<file path="config.mk">
export PLATFORM = sky130hd
export DESIGN_NAME = seq_detector_param
export DESIGN_NICKNAME = d
export VERILOG_FILES = /design/src/rtl/seq_detector_param.sv
export SDC_FILE = /design/constraint.sdc
export NUM_CORES = 1
export LEC_CHECK = 0
export CORE_UTILIZATION = 48
export CTS_BUF_LIST = sky130_fd_sc_hd__clkbuf_4 sky130_fd_sc_hd__clkbuf_8
export DETAILED_ROUTE_END_ITERATION = 8
export GPL_ROUTABILITY_DRIVEN = 0
export PLACE_DENSITY = 0.77
export SLEW_MARGIN = 20
export SYNTH_ARGS = -nofsm -noshare
export SYNTH_HDL_FRONTEND = slang
export SYNTH_SLANG_ARGS = --single-unit
export TNS_END_PERCENT = 20
</file>
<file path="constraint.sdc">
create_clock -name clk -period 1.77 [get_ports clk]
set_clock_uncertainty 0.1 [all_clocks]
set_input_delay 0.531 -clock clk [delete_from_list [all_inputs] [get_ports clk]]
set_output_delay 0.531 -clock clk [all_outputs]
set_load 0.01 [all_outputs]
</file>
<file path="src/rtl/seq_detector_param.sv">
// rtl/seq_detector_param.sv - parameterised Moore serial sequence detector with a runtime-loadable pattern
// Compares the last PATTERN_LEN valid bits against pat_q; supports optional overlap and a saturating match counter.
module seq_detector_param #(
  parameter int                     PATTERN_LEN = 5,
  parameter logic [PATTERN_LEN-1:0] PATTERN     = 5'b11011,
  parameter int                     CNT_W       = 8
) (
  input  logic                   clk,
  input  logic                   rst,
  input  logic                   in_valid,
  input  logic                   in,
  input  logic                   overlap,
  input  logic                   pat_load,
  input  logic [PATTERN_LEN-1:0] pat_in,
  input  logic                   cnt_clr,
  output logic                   out,
  output logic [CNT_W-1:0]       match_count
);

  localparam int            FW        = $clog2(PATTERN_LEN + 1);
  localparam logic [FW-1:0] FILL_FULL = FW'(PATTERN_LEN);

  logic [PATTERN_LEN-1:0] r_pat;
  logic [PATTERN_LEN-1:0] r_hist;
  logic [FW-1:0]          r_fill;
  logic                   r_out;
  logic [CNT_W-1:0]       r_cnt;

  logic [PATTERN_LEN-1:0] w_hist_n;
  logic [FW-1:0]          w_fill_n;
  logic                   w_match;

  // Newest bit enters the LSB, so pat_q[N-1] lines up with the oldest bit of the window.
  always_comb begin
    w_hist_n = {r_hist[PATTERN_LEN-2:0], in};
    w_fill_n = (r_fill == FILL_FULL) ? r_fill : r_fill + FW'(1);
    w_match  = in_valid && !pat_load && (w_hist_n == r_pat) && (w_fill_n == FILL_FULL);
  end

  always_ff @(posedge clk or posedge rst) begin
    if (rst) begin
      r_pat  <= PATTERN;
      r_hist <= '0;
      r_fill <= '0;
      r_out  <= 1'b0;
      r_cnt  <= '0;
    end else begin
      if (pat_load) begin
        r_pat  <= pat_in;
        r_hist <= '0;
        r_fill <= '0;
        r_out  <= 1'b0;
      end else if (in_valid) begin
        r_hist <= w_hist_n;
        r_out  <= w_match;
        r_fill <= (w_match && !overlap) ? '0 : w_fill_n;
      end else begin
        r_out  <= 1'b0;
      end

      // Clear beats a coincident match; counting stops at all-ones rather than wrapping.
      if (cnt_clr) begin
        r_cnt <= '0;
      end else if (w_match && (r_cnt != '1)) begin
        r_cnt <= r_cnt + CNT_W'(1);
      end
    end
  end

  assign out         = r_out;
  assign match_count = r_cnt;

endmodule

</file>
==> metrics.md <==
| Metric | Value |
|---|---|
| Status | `finished, violations left` |
| Failing checks | `negative setup slack` |
| Synth warnings | `0` |
| Kind of start point of the critical path | `flip-flop` |
| Netlist cell types | `34` |
| Clk sinks | `21` |
| DIE AREA | `2550 µm²` |
| R2r endpoint | `match_count[0]$_DFFE_PP0P_` |
| PwrDens | `around 580 nW/µm²` |
| Worst EP arrival | `1.96 ns` |
| First-pass GRT wire length | `4.11 mm` |
| DRC | `0` |
| Final worst setup slack | `-0.0584 ns` |
| #FFs+latches synth | `21` |
| DRT antenna net count | `0` |
| Clk Tree Root Cell | `clkbuf_4` |
| RSZ-0062 raised after global routing | `yes` |
| Wire per inst | `16.1 µm` |
| Final Core Density | `0.739` |
| Seq/Total Area, Yosys | `0.470` |
| Critical Path End Type | `flip-flop` |
| Relative slew margins | `0.748` |
| Clock Path Buffers | `2` |
| DR iter-0 viols | `31` |
| Via count | `1029` |
| Final instance area | `~1600 µm²` |
| Largest net degree at the start of global routing | `22` |
| Worst reg2reg startpoint | `r_fill[1]$_DFFE_PP0P_` |
| Hold Path Class | `primary input to async pin` |
| CP Class | `flip-flop to flip-flop` |
| DRT Pass-1 Iters | `4` |
| Leak | `0.758 nW` |
| Avg Inst Size Synth | `roughly 10 µm²` |
| FF-to-FF setup slack | `-0.06 ns` |
| Initial core utilization | `0.511` |
| Buffers on Ports | `20` |
| Core ar. | `2210 µm²` |
| Final setup vio count | `4` |
| ANT cells | `0` |
| Max FO, Critical Path | `6` |
| Fmax | `between 0.5 and 0.6 GHz` |
| Fill cell count | `161` |
| Synthesis-to-layout area growth | `44.7%` |
| Slew Viols, Final | `0` |
| Min Tclk post-route | `1.83 ns` |
| Final hold violations | `0` |
| Share of layout cells above drive strength 1 | `0.360` |
| Primary FF master, synth | `dfrtp_1` |
| Post-synth EDFFs | `0` |
| Final nets | `roughly 170` |
| Total gr overflow | `0` |
| Tcrit/Tclk final | `1.03` |
| Max VDD drop | `0.580 mV` |
| Post-synthesis cell count | `108` |
| CTS tree | `built` |
| All-Layer GR Usage | `0.216` |
| Initial antenna violation count | `0` |
| # rows | `17` |
| TritonCTS Buffers | `3` |
| H-Tree Depth | `1` |
| Detailed Route WL | `2.87 mm` |
| DIE HEIGHT | `50.5 µm` |
| Mapped cell area | `~1100 µm²` |
| Chip width | `50.5 µm` |
| Worst Tran Pin Value | `0.376 ns` |
| DP Area | `between 1000 and 1500 µm²` |
| Async SR Flop Fraction | `1.00` |
| Vias in the first global route | `975` |
| FF-to-FF path depth | `6` |
| Post-DP HPWL | `1.73 mm` |
| Syn_nets | `123` |
| Vias per cell | `about 5.8` |
| I/O pin count | `21` |
| Max capacitance violation total | `0` |
| Clock Latency Late Sink | `0.30 ns` |
| Clock slew at reported path FFs | `0.12 ns` |
| WP data required | `1.90 ns` |
[layout by cell type (no fill, tap or decap), drive strengths merged, types with 5 or more instances in the layout]
cell type | Yosys | layout
nor2b | 5 | 5
nor3 | 5 | 5
dfrtp | 17 | 17
dlygate4sd2 | 0 | 9
a21oi | 6 | 6
nor2 | 10 | 10
clkdlybuf4s50 | 0 | 8
mux2 | 9 | 9
buf | 2 | 22
[metal layers]
| layer | global-route usage | wire [µm] | vias to the layer above |
|---|---|---|---|
| li1 | - | - | 477 |
| met1 | 0.282 | 1280 | 506 |
| met2 | 0.367 | 1440 | 40 |
| met3 | 0.0364 | 106 | 6 |
| met4 | 0.0648 | 48 | 0 |
| met5 | 0 | 0 | - |
[synthesized netlist by cell type (3+ instances only)]
cell type / instances / area share
nor2_1: 10 / 0.033
nor3_1: 5 / 0.022
xnor2_1: 4 / 0.031
nor2b_1: 5 / 0.028
inv_1: 3 / 0.010
nand3_1: 4 / 0.018
mux2_2: 8 / 0.080
nand3b_1: 4 / 0.027
nand2_1: 3 / 0.010
o21ai_0: 3 / 0.013
a21oi_1: 6 / 0.027
dfrtp_1: 17 / 0.38
mux2i_1: 4 / 0.035
ha_1: 3 / 0.033
dfstp_2: 4 / 0.093
[registers in the layout, indices dropped and copies added, names as in the netlist]
signal	flops
match_count	8
out	1
r_fill	3
r_pat	5
r_hist	4
[through the flow]
stage | cells | hold WS (ns) | worst slack (ns) | setup TNS (ns) | total power [W]
3_3_place_gp | 168 | 0.426 | -0.530 | -4.35 | 0.000660
4_1_cts | 175 | 0.453 | 0.00248 | 0 | 0.000920
3_5_place_dp | 168 | 0.425 | -0.581 | -4.88 | 0.000665
6_report | 178 | 0.453 | -0.0584 | -0.170 | 0.000941
5_1_grt | 178 | 0.488 | -0.104 | -0.601 | 0.000978
2_1_floorplan | 108 | 0.402 | -0.0529 | -0.213 | 0.000600
[what timing repair did]
item / CTS / global route
setup buffers: 3 / 2
pin swaps: 7 / 5
cloned: 0 / 1
hold buffers: 0 / 0
gates resized for setup: 27 / 11
endpoints found under the setup margin: 15 / 9
[layout make-up]
| type | count | area (µm²) | area share |
|---|---|---|---|
| Tap cell | 28 | 35.0 | 0.0214 |
| Multi-Input combinational cell | 80 | 668 | 0.409 |
| Timing Repair Buffer | 42 | 360 | 0.220 |
| Sequential cell | 21 | 531 | 0.324 |
| Inverter | 3 | 11.3 | 0.00689 |
| Clock buffer | 4 | 30.0 | 0.0184 |
[worst max path at each step]
stage / startpoint / end / slack, ns / cells past startpoint
2_1_floorplan: pat_load / match_count[2]$_DFFE_PP0P_ / -0.05 / 5
3_3_place_gp: pat_load / match_count[2]$_DFFE_PP0P_ / -0.53 / 6
3_5_place_dp: pat_load / match_count[5]$_DFFE_PP0P_ / -0.58 / 6
4_1_cts: in / match_count[0]$_DFFE_PP0P_ / 0.002 / 7
5_1_grt: r_fill[1]$_DFFE_PP0P_ / match_count[2]$_DFFE_PP0P_ / -0.10 / 7
6_report: r_fill[1]$_DFFE_PP0P_ / match_count[0]$_DFFE_PP0P_ / -0.06 / 6
[worst max-delay path, stage by stage (launching register included)]
cell,delay [ns]
dfrtp_1,0.40
nand4bb_1,0.22
nand4bb_1,0.24
buf_6,0.16
buf_6,0.12
or3_4,0.36
a21oi_2,0.16
[kinds of logic after synthesis]
logic type,synth area share
XOR/XNOR,0.0388
flip-flops,0.470
AO/OA/AOI/OAI,0.0964
AND/OR/NAND/NOR,0.213
adder cells (fa/ha/maj),0.0332
buffers and inverters,0.0244
multiplexers,0.125
[where the power goes]
| group | internal (W) | leakage [nW] | switching (W) | total [W] |
|---|---|---|---|---|
| Clock | 0.000103 | 0.0184 | 0.000146 | 0.000249 |
| Sequential | 0.000504 | 0.275 | 0.0000173 | 0.000522 |
| Combinational | 0.0000926 | 0.465 | 0.0000780 | 0.000171 |
| Total | 0.000700 | 0.758 | 0.000241 | 0.000941 |
(Power assumes the default switching activity.)
